**src/rtl/sdram_ref_sched_if.sv**
```systemverilog
// Handshake and command-bus bundle between the refresh scheduler and the SDRAM arbiter.
// sr_req exists only when SDRAM_REF_SELF_REFRESH_EN is defined.
interface sdram_ref_sched_if #(
   parameter int A_W  = 13,
   parameter int BA_W = 2
);
   localparam int BUS_W = 4 + A_W + BA_W + 1;

   logic             ref_en;
   logic             ref_req;
   logic             ref_grant;
   logic             ref_busy;
   logic             ref_done;
   logic             ref_urgent;
   logic             ref_ovf;
   logic [BUS_W-1:0] ref_bus;
`ifdef SDRAM_REF_SELF_REFRESH_EN
   logic             sr_req;

   modport master (
      input  ref_en, ref_grant, sr_req,
      output ref_req, ref_busy, ref_done, ref_urgent, ref_ovf, ref_bus
   );
   modport slave (
      output ref_en, ref_grant, sr_req,
      input  ref_req, ref_busy, ref_done, ref_urgent, ref_ovf, ref_bus
   );
`else
   modport master (
      input  ref_en, ref_grant,
      output ref_req, ref_busy, ref_done, ref_urgent, ref_ovf, ref_bus
   );
   modport slave (
      output ref_en, ref_grant,
      input  ref_req, ref_busy, ref_done, ref_urgent, ref_ovf, ref_bus
   );
`endif
endinterface

```
**src/rtl/sdram_ref_sched.sv**
```systemverilog
// SDRAM auto-refresh scheduler: tREFI credit timer, pending-credit counter and PRE + REF-burst sequencer.
// Self-refresh entry/exit is added when SDRAM_REF_SELF_REFRESH_EN is defined.
module sdram_ref_sched #(
   parameter int A_W       = 13,
   parameter int BA_W      = 2,
   parameter int TRP       = 3,
   parameter int TRFC      = 7,
   parameter int TREFI     = 780,
   parameter int MAX_PEND  = 8,
   parameter int BURST_MAX = 8,
   parameter int CNT_W     = 16
`ifdef SDRAM_REF_SELF_REFRESH_EN
   ,
   parameter int TXSR      = 10
`endif
) (
   input logic               clk,
   input logic               soft_rst_n,
   sdram_ref_sched_if.master rif
);

   localparam logic [3:0]       CMD_NOP     = 4'b0111;
   localparam logic [3:0]       CMD_PRE     = 4'b0010;
   localparam logic [3:0]       CMD_REF     = 4'b0001;
   localparam logic [A_W-1:0]   A_ALL_BANKS = {{(A_W-11){1'b0}}, 1'b1, 10'b0};
   localparam logic [CNT_W-1:0] CNT_ONE     = {{(CNT_W-1){1'b0}}, 1'b1};
   localparam logic [CNT_W-1:0] TREFI_LAST  = CNT_W'(TREFI - 1);
   // Wait counters run 0..N-2 so that the wait state lasts N-1 cycles.
   localparam logic [CNT_W-1:0] TRP_LAST    = CNT_W'(TRP - 2);
   localparam logic [CNT_W-1:0] TRFC_LAST   = CNT_W'(TRFC - 2);
   localparam logic [CNT_W-1:0] BURST_LIM   = CNT_W'(BURST_MAX);
   localparam logic [3:0]       PEND_MAX    = 4'(MAX_PEND);

`ifdef SDRAM_REF_SELF_REFRESH_EN
   localparam logic [CNT_W-1:0] TXSR_LAST   = CNT_W'(TXSR - 1);
   typedef enum logic [2:0] {
      S_IDLE = 3'd0, S_PRE = 3'd1, S_TRP_W = 3'd2, S_REF = 3'd3,
      S_TRFC_W = 3'd4, S_DONE = 3'd5, S_SR_HOLD = 3'd6, S_SR_EXIT = 3'd7
   } state_e;
`else
   typedef enum logic [2:0] {
      S_IDLE = 3'd0, S_PRE = 3'd1, S_TRP_W = 3'd2, S_REF = 3'd3,
      S_TRFC_W = 3'd4, S_DONE = 3'd5
   } state_e;
`endif

   state_e           state_r;
   logic [CNT_W-1:0] timer_r;
   logic [CNT_W-1:0] wait_r;
   logic [CNT_W-1:0] burst_r;
   logic [3:0]       pend_r;
   logic [3:0]       cmd_r;
   logic [A_W-1:0]   a_r;
   logic [BA_W-1:0]  ba_r;
   logic             cke_r;
   logic             req_r;
   logic             busy_r;
   logic             done_r;
   logic             urgent_r;
   logic             ovf_r;

   logic             hold_s;
   logic             sr_go_s;
   logic             cke_ref_s;
   logic             timer_run_s;
   logic             tick_s;
   logic             ref_issue_s;
   logic             ovf_set_s;
   logic             more_ref_s;
   logic             idle_req_s;
   logic [3:0]       pend_nx_s;
   logic [CNT_W-1:0] burst_nx_s;

`ifdef SDRAM_REF_SELF_REFRESH_EN
   logic             sr_mode_r;

   // Remember that the running sequence is a self-refresh entry rather than a refresh burst.
   always_ff @(posedge clk or negedge soft_rst_n) begin
      if (!soft_rst_n) begin
         sr_mode_r <= 1'b0;
      end else if (state_r == S_IDLE && rif.sr_req) begin
         sr_mode_r <= 1'b1;
      end else if (state_r == S_DONE) begin
         sr_mode_r <= 1'b0;
      end else begin
         sr_mode_r <= sr_mode_r;
      end
   end

   assign hold_s    = (state_r == S_SR_HOLD);
   assign sr_go_s   = rif.sr_req;
   assign cke_ref_s = ~sr_mode_r;
   assign ref_issue_s = (state_r == S_REF) && (pend_r != 4'd0) && !sr_mode_r;
`else
   assign hold_s    = 1'b0;
   assign sr_go_s   = 1'b0;
   assign cke_ref_s = 1'b1;
   assign ref_issue_s = (state_r == S_REF) && (pend_r != 4'd0);
`endif

   assign timer_run_s = rif.ref_en && !hold_s;
   assign tick_s      = timer_run_s && (timer_r == TREFI_LAST);
   assign burst_nx_s  = (state_r == S_REF) ? (burst_r + CNT_ONE) : burst_r;
   assign more_ref_s  = (pend_nx_s != 4'd0) && (burst_nx_s < BURST_LIM);
   assign idle_req_s  = (pend_nx_s != 4'd0) && rif.ref_en;

   // Next credit count: a tick and an issued REF in the same cycle cancel out.
   always_comb begin
      pend_nx_s = pend_r;
      ovf_set_s = 1'b0;
      if (hold_s) begin
         pend_nx_s = 4'd0;
      end else if (tick_s && !ref_issue_s) begin
         if (pend_r == PEND_MAX) begin
            ovf_set_s = 1'b1;
         end else begin
            pend_nx_s = pend_r + 4'd1;
         end
      end else if (ref_issue_s && !tick_s) begin
         pend_nx_s = pend_r - 4'd1;
      end else begin
         pend_nx_s = pend_r;
      end
   end

   // tREFI interval timer; frozen rather than cleared while disabled.
   always_ff @(posedge clk or negedge soft_rst_n) begin
      if (!soft_rst_n) begin
         timer_r <= '0;
      end else if (tick_s) begin
         timer_r <= '0;
      end else if (timer_run_s) begin
         timer_r <= timer_r + CNT_ONE;
      end else begin
         timer_r <= timer_r;
      end
   end

   // Credit counter with urgency flag and sticky overflow.
   always_ff @(posedge clk or negedge soft_rst_n) begin
      if (!soft_rst_n) begin
         pend_r   <= 4'd0;
         urgent_r <= 1'b0;
         ovf_r    <= 1'b0;
      end else begin
         pend_r   <= pend_nx_s;
         urgent_r <= (pend_nx_s == PEND_MAX);
         ovf_r    <= ovf_r | ovf_set_s;
      end
   end

   // Refresh sequencer; bus outputs are loaded with the values for the state being entered.
   always_ff @(posedge clk or negedge soft_rst_n) begin
      if (!soft_rst_n) begin
         state_r <= S_IDLE;
         wait_r  <= '0;
         burst_r <= '0;
         cmd_r   <= CMD_NOP;
         a_r     <= '0;
         ba_r    <= '0;
         cke_r   <= 1'b1;
         req_r   <= 1'b0;
         busy_r  <= 1'b0;
         done_r  <= 1'b0;
      end else begin
         cmd_r   <= CMD_NOP;
         a_r     <= '0;
         ba_r    <= '0;
         cke_r   <= 1'b1;
         busy_r  <= 1'b1;
         done_r  <= 1'b0;
         req_r   <= 1'b0;
         wait_r  <= '0;
         burst_r <= burst_nx_s;
         case (state_r)
            S_IDLE: begin
               if (sr_go_s || (req_r && rif.ref_grant)) begin
                  state_r <= S_PRE;
                  cmd_r   <= CMD_PRE;
                  a_r     <= A_ALL_BANKS;
               end else begin
                  state_r <= S_IDLE;
                  busy_r  <= 1'b0;
                  req_r   <= idle_req_s;
               end
            end
            S_PRE: begin
               if (TRP == 1) begin
                  state_r <= S_REF;
                  cmd_r   <= CMD_REF;
                  cke_r   <= cke_ref_s;
               end else begin
                  state_r <= S_TRP_W;
               end
            end
            S_TRP_W: begin
               if (wait_r == TRP_LAST) begin
                  state_r <= S_REF;
                  cmd_r   <= CMD_REF;
                  cke_r   <= cke_ref_s;
               end else begin
                  state_r <= S_TRP_W;
                  wait_r  <= wait_r + CNT_ONE;
               end
            end
            S_REF: begin
`ifdef SDRAM_REF_SELF_REFRESH_EN
               if (sr_mode_r) begin
                  state_r <= S_SR_HOLD;
                  cke_r   <= 1'b0;
               end else
`endif
               if (TRFC == 1) begin
                  if (more_ref_s) begin
                     state_r <= S_REF;
                     cmd_r   <= CMD_REF;
                  end else begin
                     state_r <= S_DONE;
                     done_r  <= 1'b1;
                  end
               end else begin
                  state_r <= S_TRFC_W;
               end
            end
            S_TRFC_W: begin
               if (wait_r == TRFC_LAST) begin
                  if (more_ref_s) begin
                     state_r <= S_REF;
                     cmd_r   <= CMD_REF;
                  end else begin
                     state_r <= S_DONE;
                     done_r  <= 1'b1;
                  end
               end else begin
                  state_r <= S_TRFC_W;
                  wait_r  <= wait_r + CNT_ONE;
               end
            end
            S_DONE: begin
               state_r <= S_IDLE;
               busy_r  <= 1'b0;
               burst_r <= '0;
               req_r   <= idle_req_s;
            end
`ifdef SDRAM_REF_SELF_REFRESH_EN
            S_SR_HOLD: begin
               if (rif.sr_req) begin
                  state_r <= S_SR_HOLD;
                  cke_r   <= 1'b0;
               end else begin
                  state_r <= S_SR_EXIT;
               end
            end
            S_SR_EXIT: begin
               if (wait_r == TXSR_LAST) begin
                  state_r <= S_DONE;
                  done_r  <= 1'b1;
               end else begin
                  state_r <= S_SR_EXIT;
                  wait_r  <= wait_r + CNT_ONE;
               end
            end
`endif
            default: begin
               state_r <= S_IDLE;
               busy_r  <= 1'b0;
               burst_r <= '0;
            end
         endcase
      end
   end

   assign rif.ref_req    = req_r;
   assign rif.ref_busy   = busy_r;
   assign rif.ref_done   = done_r;
   assign rif.ref_urgent = urgent_r;
   assign rif.ref_ovf    = ovf_r;
   assign rif.ref_bus    = {cmd_r, a_r, ba_r, cke_r};

endmodule

```
**src/flat_wrapper.sv**
```systemverilog
// flat-port wrapper written by rule: the top's interface ports become plain ports
module sdram_ref_sched_flat 
#(
   parameter int A_W       = 13,
   parameter int BA_W      = 2,
   parameter int TRP       = 3,
   parameter int TRFC      = 7,
   parameter int TREFI     = 780,
   parameter int MAX_PEND  = 8,
   parameter int BURST_MAX = 8,
   parameter int CNT_W     = 16

)
  (clk, soft_rst_n, rif_ref_en, rif_ref_grant, rif_ref_req, rif_ref_busy, rif_ref_done, rif_ref_urgent, rif_ref_ovf, rif_ref_bus);
  sdram_ref_sched_if #(.A_W(A_W), .BA_W(BA_W)) rif_i ();
  input logic clk;
  input logic soft_rst_n;
  input wire logic [$bits(rif_i.ref_en)-1:0] rif_ref_en;
  input wire logic [$bits(rif_i.ref_grant)-1:0] rif_ref_grant;
  output wire logic [$bits(rif_i.ref_req)-1:0] rif_ref_req;
  output wire logic [$bits(rif_i.ref_busy)-1:0] rif_ref_busy;
  output wire logic [$bits(rif_i.ref_done)-1:0] rif_ref_done;
  output wire logic [$bits(rif_i.ref_urgent)-1:0] rif_ref_urgent;
  output wire logic [$bits(rif_i.ref_ovf)-1:0] rif_ref_ovf;
  output wire logic [$bits(rif_i.ref_bus)-1:0] rif_ref_bus;
  assign rif_i.ref_en = rif_ref_en;
  assign rif_i.ref_grant = rif_ref_grant;
  assign rif_ref_req = rif_i.ref_req;
  assign rif_ref_busy = rif_i.ref_busy;
  assign rif_ref_done = rif_i.ref_done;
  assign rif_ref_urgent = rif_i.ref_urgent;
  assign rif_ref_ovf = rif_i.ref_ovf;
  assign rif_ref_bus = rif_i.ref_bus;
  sdram_ref_sched #(.A_W(A_W), .BA_W(BA_W), .TRP(TRP), .TRFC(TRFC), .TREFI(TREFI), .MAX_PEND(MAX_PEND), .BURST_MAX(BURST_MAX), .CNT_W(CNT_W)) u_core (.clk(clk), .soft_rst_n(soft_rst_n), .rif(rif_i));
endmodule
```
**config.mk**
```make
export PLATFORM = sky130hd
export DESIGN_NAME = sdram_ref_sched_flat
export DESIGN_NICKNAME = d
export VERILOG_FILES = /design/src/rtl/sdram_ref_sched_if.sv /design/src/rtl/sdram_ref_sched.sv /design/src/flat_wrapper.sv
export SDC_FILE = /design/constraint.sdc
export NUM_CORES = 1
export LEC_CHECK = 0
export CORE_MARGIN = 2
export CORE_UTILIZATION = 24
export DETAILED_ROUTE_END_ITERATION = 8
export PLACE_DENSITY_LB_ADDON = 0.05
export SLEW_MARGIN = 15
export SYNTH_ARGS = -nofsm -noshare
export SYNTH_HDL_FRONTEND = slang
export SYNTH_SLANG_ARGS = --single-unit
```
**constraint.sdc**
```tcl
create_clock -name clk -period 3.2 [get_ports clk]
set_clock_uncertainty 0.15 [all_clocks]
set_input_delay 0.48 -clock clk [delete_from_list [all_inputs] [get_ports clk]]
set_output_delay 0.48 -clock clk [all_outputs]
set_load 0.01 [all_outputs]
```
# Word level (Yosys, flattened, before mapping)
# Cells that the tools add are included.
[op_classes]
eq_ne = 10
n_reduce_logical = 15
bitwise = 1
add_sub_neg = 5
order_cmp = 1
mux = 31
[ops]
columns = ["op", "count"]
rows = [
  ["2-to-1 mux 16 bit", 6],
  ["adder 16 x 1 -> 16 bit, second input constant", 3],
  ["one-hot mux 16 bit (2 select lines)", 1],
  ["equality test 16 x 1 -> 1 bit, second input constant", 1],
  ["equality test 16 x 10 -> 1 bit, second input constant", 1],
  ["equality test 16 x 3 -> 1 bit, second input constant", 1],
  ["less-than comparator 16 x 4 -> 1 bit, second input constant", 1],
  ["2-to-1 mux 4 bit", 4],
  ["2-to-1 mux 3 bit", 5],
  ["one-hot mux 3 bit (5 select lines)", 1],
  ["2-to-1 mux 13 bit", 1],
  ["one-hot mux 4 bit (3 select lines)", 1],
  ["2-to-1 mux 11 bit", 1],
  ["2-to-1 mux 1 bit", 9],
  ["equality test 4 bit, second input constant", 2],
  ["nonzero test 4 bit", 2],
  ["logical AND 1 bit", 7],
  ["equality test 3 x 2 -> 1 bit, second input constant", 2],
  ["equality test 3 bit, second input constant", 2],
  ["OR reduction 5 bit", 1],
  ["adder 4 x 1 -> 4 bit, second input constant", 1],
  ["one-hot mux 1 bit (2 select lines)", 2],
  ["OR reduction 4 bit", 1],
  ["subtractor 4 x 1 -> 4 bit, second input constant", 1],
  ["other kinds (5)", 6],
]
[totals]
inputBits = 4
regBits = 77
word_cells = 75

# Longest topological paths before layout
[logic_depth]
ltp_word = 11
ltp_mapped = 9
mapped_depth_nobuf = 9

# Worst setup path before layout
# Ideal clock, no wire load.
[synth_timing]
path_kind = "register to register"
from = "register u_core.timer_r[2]"
to = "register u_core.cmd_r[2]"
path_buffers = 0
setup_ps = 89
t_required_ps = 2961
arrival_ps = 2501
slack_ps = 460
path_stages_with_launch = 8
cell_sequence = "dfrtp_1 -> or4b_4 -> nor4_2 -> mux2_2 -> a22oi_1 -> a211oi_2 -> nor4_1 -> o21ai_1"
[synth_via]
elab_chain_cells = 11
[synth_rtl]
columns = ["element", "line_no", "rtl"]
rows = [
  ["start: declaration", "sdram_ref_sched.sv:48", "logic [CNT_W-1:0] timer_r;"],
  ["start signal: assignment", "sdram_ref_sched.sv:133", "timer_r <= timer_r + CNT_ONE;"],
  ["start signal: assignment", "sdram_ref_sched.sv:135", "timer_r <= timer_r;"],
  ["equality test 16 x 10 -> 1 bit (*)", "sdram_ref_sched.sv:102", "assign tick_s = timer_run_s && (timer_r == TREFI_LAST);"],
  ["logical AND 1 bit (*)", "sdram_ref_sched.sv:102", ""],
  ["logical NOT 1 bit", "sdram_ref_sched.sv:119", "end else if (ref_issue_s && !tick_s) begin"],
  ["logical AND 1 bit", "sdram_ref_sched.sv:119", ""],
  ["2-to-1 mux 4 bit", "sdram_ref_sched.sv:119", ""],
  ["2-to-1 mux 4 bit (*)", "sdram_ref_sched.sv:113", "end else if (tick_s && !ref_issue_s) begin"],
  ["named net u_core.pend_nx_s[2]", "sdram_ref_sched.sv:71", "logic [3:0] pend_nx_s;"],
  ["nonzero test 4 bit (*)", "sdram_ref_sched.sv:104", "assign more_ref_s = (pend_nx_s != 4'd0) && (burst_nx_s < BURST_LIM);"],
  ["logical AND 1 bit (*)", "sdram_ref_sched.sv:104", ""],
  ["2-to-1 mux 3 bit (*)", "sdram_ref_sched.sv:227", "if (more_ref_s) begin"],
  ["2-to-1 mux 4 bit (*)", "sdram_ref_sched.sv:226", "if (wait_r == TRFC_LAST) begin"],
  ["one-hot mux 4 bit (3 select lines) (*)", "sdram_ref_sched.sv:175", "case (state_r)"],
  ["end signal: assignment", "sdram_ref_sched.sv:179", "cmd_r <= CMD_PRE;"],
  ["end signal: assignment", "sdram_ref_sched.sv:190", "cmd_r <= CMD_REF;"],
  ["end signal: assignment", "sdram_ref_sched.sv:229", "cmd_r <= CMD_REF;"],
  ["end: declaration", "sdram_ref_sched.sv:52", "logic [3:0] cmd_r;"],
]
# Mark *: on every way through the listed nets, which the timed path passes. The rest lies on a longest branch.
# A chain may end at the register's enable or synchronous reset.

# Worst setup path after layout
[layout_timing]
from = "register u_core.timer_r[4]"
to = "register u_core.cmd_r[2]"
# Same word-level chain as after synthesis.

==> results_dict.tcl <==
set metrics [dict create \
    grt_pass1_vias 2512 \
    fin_crit_ps 2950 \
    synth_edf_count 0 \
    relSlewSlack_pct 51.5 \
    rows 43 \
    grt_start_max_net_pins 37 \
    io_buffers 12 \
    ys_ff_latch 64 \
    wl_per_cell_um 14.1 \
    fmax_mhz 339 \
    syn-instance-count 362 \
    vdd_ir_drop_max_uv 336 \
    critPathRequiredTime_ps 3310 \
    path_clk_slew_ps 60 \
    overflow 0 \
    final_cell_mix "61 x dfrtp_1, 51 x nor2_1, 26 x xnor2_1, 26 x nand2_1, 20 x nand3_1" \
    nets 396 \
    p_total_mw 1.97 \
    critPathMaxFanout 5 \
    initial_core_util_pct 24.8 \
    drc_errors 0 \
    yosys_most_used_dff "dfrtp_1" \
    start_kind "flop" \
    intPower_mw 1.49 \
    io_pins 29 \
    setup_violations 0 \
    setup_slack_ps 254 \
    power.switching_mw 0.483 \
    critPathSlowestCell "or4_1" \
    finalNonFillerCells 571 \
    drv_cap 0 \
    drtAntennaViolNets 0 \
    ys_seq_area_share_pct 46.4 \
    pwr-share-seq_pct 45.4 \
    critPathBufInv 0 \
    via_per_inst 4.44 \
    worstMarginPinSlew_ps 728 \
    vias 2536 \
    yosys.cell_types.count 51 \
    placed_cell_area_mm2 0.00380 \
    drt_first_pass_iters 4 \
    holdWs_ps 49.2 \
    netlist_area_mm2 0.00346 \
    final_common_cell "dfrtp_1" \
    combPwrFrac_pct 6.9 \
    netSwitchingFraction_pct 24.5 \
    core_area_mm2 0.0140 \
    fin_util_pct 29.2 \
    numCtsBuffers 9 \
    cts.sinks 64 \
    yosysTopAreaCellShare_pct 44.1 \
    crit_path_cell_trace "or4_1 -> nor4_2 -> mux2_2 -> a22oi_1 -> a211oi_2 -> nor4_1 -> o21ai_1" \
    synth_top_area_cell "dfrtp_1" \
    async_reset_ff_share_pct 100 \
    cts_max_level 3 \
    cp.arrival_ps 3050 \
    design_area_mm2 0.00409 \
    area_growth_pct 18.1 \
    chipHeight_um 124 \
    slew_violations 0 \
    dieArea_mm2 0.0154 \
    rsz0062_at_grt "no" \
    cts_tree "built" \
    cts_resized 0 \
    hold_viol 0 \
    synthTopCellsByArea "dfrtp_1 44%, xnor2_1 6.6%, nor2_1 5.5%" \
    clk_latency_ps 340 \
    pwr-share-clk_pct 47.6 \
    hpwl_mm 5.73 \
    place_worst_setup_slack_ps 218 \
    place_inst 555 \
    cts.hold.buffers_added 0 \
    grt_pass1_wl_mm 13.2 \
    critPathKind "flop to flop" \
    critPathMaxStageDelay_ps 620 \
    routed_wirelength_mm 8.03 \
    min_path_type "input port to asynchronous set/reset pin" \
    grtUsageTotal_pct 11.6 \
    dieWidth_um 124 \
    setup_tns_ps 0 \
    fin_crit_sh_pct 92.1 \
    cts_setup_buffers 0 \
    gp_congestion 0.725 \
    cts_root_buffer "clkbuf_16" \
    avgSynthCellArea_um2 9.57 \
    pwr_density_cell_mw_per_mm2 483 \
    status "complete, no violations" \
    cp_top_family "simple AND/OR/NAND/NOR gates" \
    leakage_nw 1.78 \
    yosysWarnings 0 \
    fillCellCount 1472 \
    drive_above_1_share_pct 11.3 \
    drt_iter0_drc 89 \
    diodes 0 \
    antenna_found_initial 0 \
    end_kind "flop" \
    cts_buffer_depth 2 \
]
[cell families (layout without fill, tap and decap cells)]
logic type,Yosys count,after routing,synth area share [%]
compound gates,38,38,7.23
xor+xnor,44,44,11.1
fa+ha+maj,6,6,2.17
buf+inv,37,52,5.74
flops,64,64,46.4
mux,7,7,2.10
other cells,2,16,0.217
simple gates,164,164,25.1
[path summary, 6_finish.rpt]
| path | from | to | slack, ps | depth (start not counted) |
|---|---|---|---|---|
| max in group asynchronous | soft_rst_n | u_core.cmd_r[0] | 2130 | 2 |
| setup reg to reg | u_core.timer_r[4] | u_core.cmd_r[2] | 250 | 7 |
| setup / recovery | u_core.timer_r[4] | u_core.cmd_r[2] | 250 | 7 |
| hold / removal | soft_rst_n | u_core.pend_r[2] | 50 | 1 |
| hold reg to reg | u_core.timer_r[15] | u_core.timer_r[15] | 320 | 1 |
| min in group clk | u_core.timer_r[15] | u_core.timer_r[15] | 320 | 1 |
[per-layer routing]
| layer | up-vias | global-route usage (%) | share of wire, % |
|---|---|---|---|
| met3 | 9 | 4.40 | 3.9 |
| met2 | 34 | 18.5 | 47 |
| met4 | 0 | 4.00 | 1.3 |
| met1 | 1229 | 14.5 | 48 |
| li1 | 1264 | - | - |
| met5 | - | 0 | 0 |
[cell type report]
type | count | area [µm²] | share of cell area (%)
Multi-Input combinational cell | 275 | 1710 | 41.8
Sequential cell | 64 | 1610 | 39.2
Tap cell | 180 | 225 | 5.51
Clock inverter | 3 | 15.0 | 0.367
Clock buffer | 13 | 270 | 6.61
Timing Repair Buffer | 24 | 218 | 5.32
Inverter | 12 | 45.0 | 1.10
[sequential cells by signal (all words and copies together) (netlist names)]
name and flops:
u_core.timer_r 16, u_core.rif.ref_urgent 1, u_core.wait_r 16, u_core.pend_r 4
u_core.burst_r 16, u_core.cmd_r 3, u_core.rif.ref_done 1, u_core.rif.ref_busy 1
u_core.a_r 1, u_core.state_r 3, u_core.rif.ref_req 1, u_core.rif.ref_ovf 1
[worst register-to-register path, stage by stage (launching register included)]
cell and delay [ps]:
dfrtp_1 420, or4_1 620, nor4_2 380, mux2_2 380, a22oi_1 320, a211oi_2 110
nor4_1 370, o21ai_1 120
[cells in the mapped netlist (6+ instances only)]
| cell | count |
|---|---|
| ha_1 | 6 |
| nor4_1 | 6 |
| xor2_1 | 18 |
| nor2_1 | 51 |
| a21oi_1 | 9 |
| nor3_1 | 10 |
| inv_1 | 12 |
| nand4_1 | 10 |
| o21ai_0 | 9 |
| clkbuf_1 | 8 |
| buf_4 | 16 |
| nand3_1 | 20 |
| nand2_1 | 26 |
| xnor2_1 | 26 |
| dfrtp_1 | 61 |
[power groups by stage]
stage               clock network, mW  logic (mW)  registers [mW]
floorplan                           0       0.113           0.900
global placement                    0       0.145           0.912
detailed placement                  0       0.140           0.912
CTS                             0.981       0.142           0.898
global route                     1.02       0.157           0.903
finish                          0.941       0.137           0.897
No activity file was read; power rests on OpenSTA's default activity.
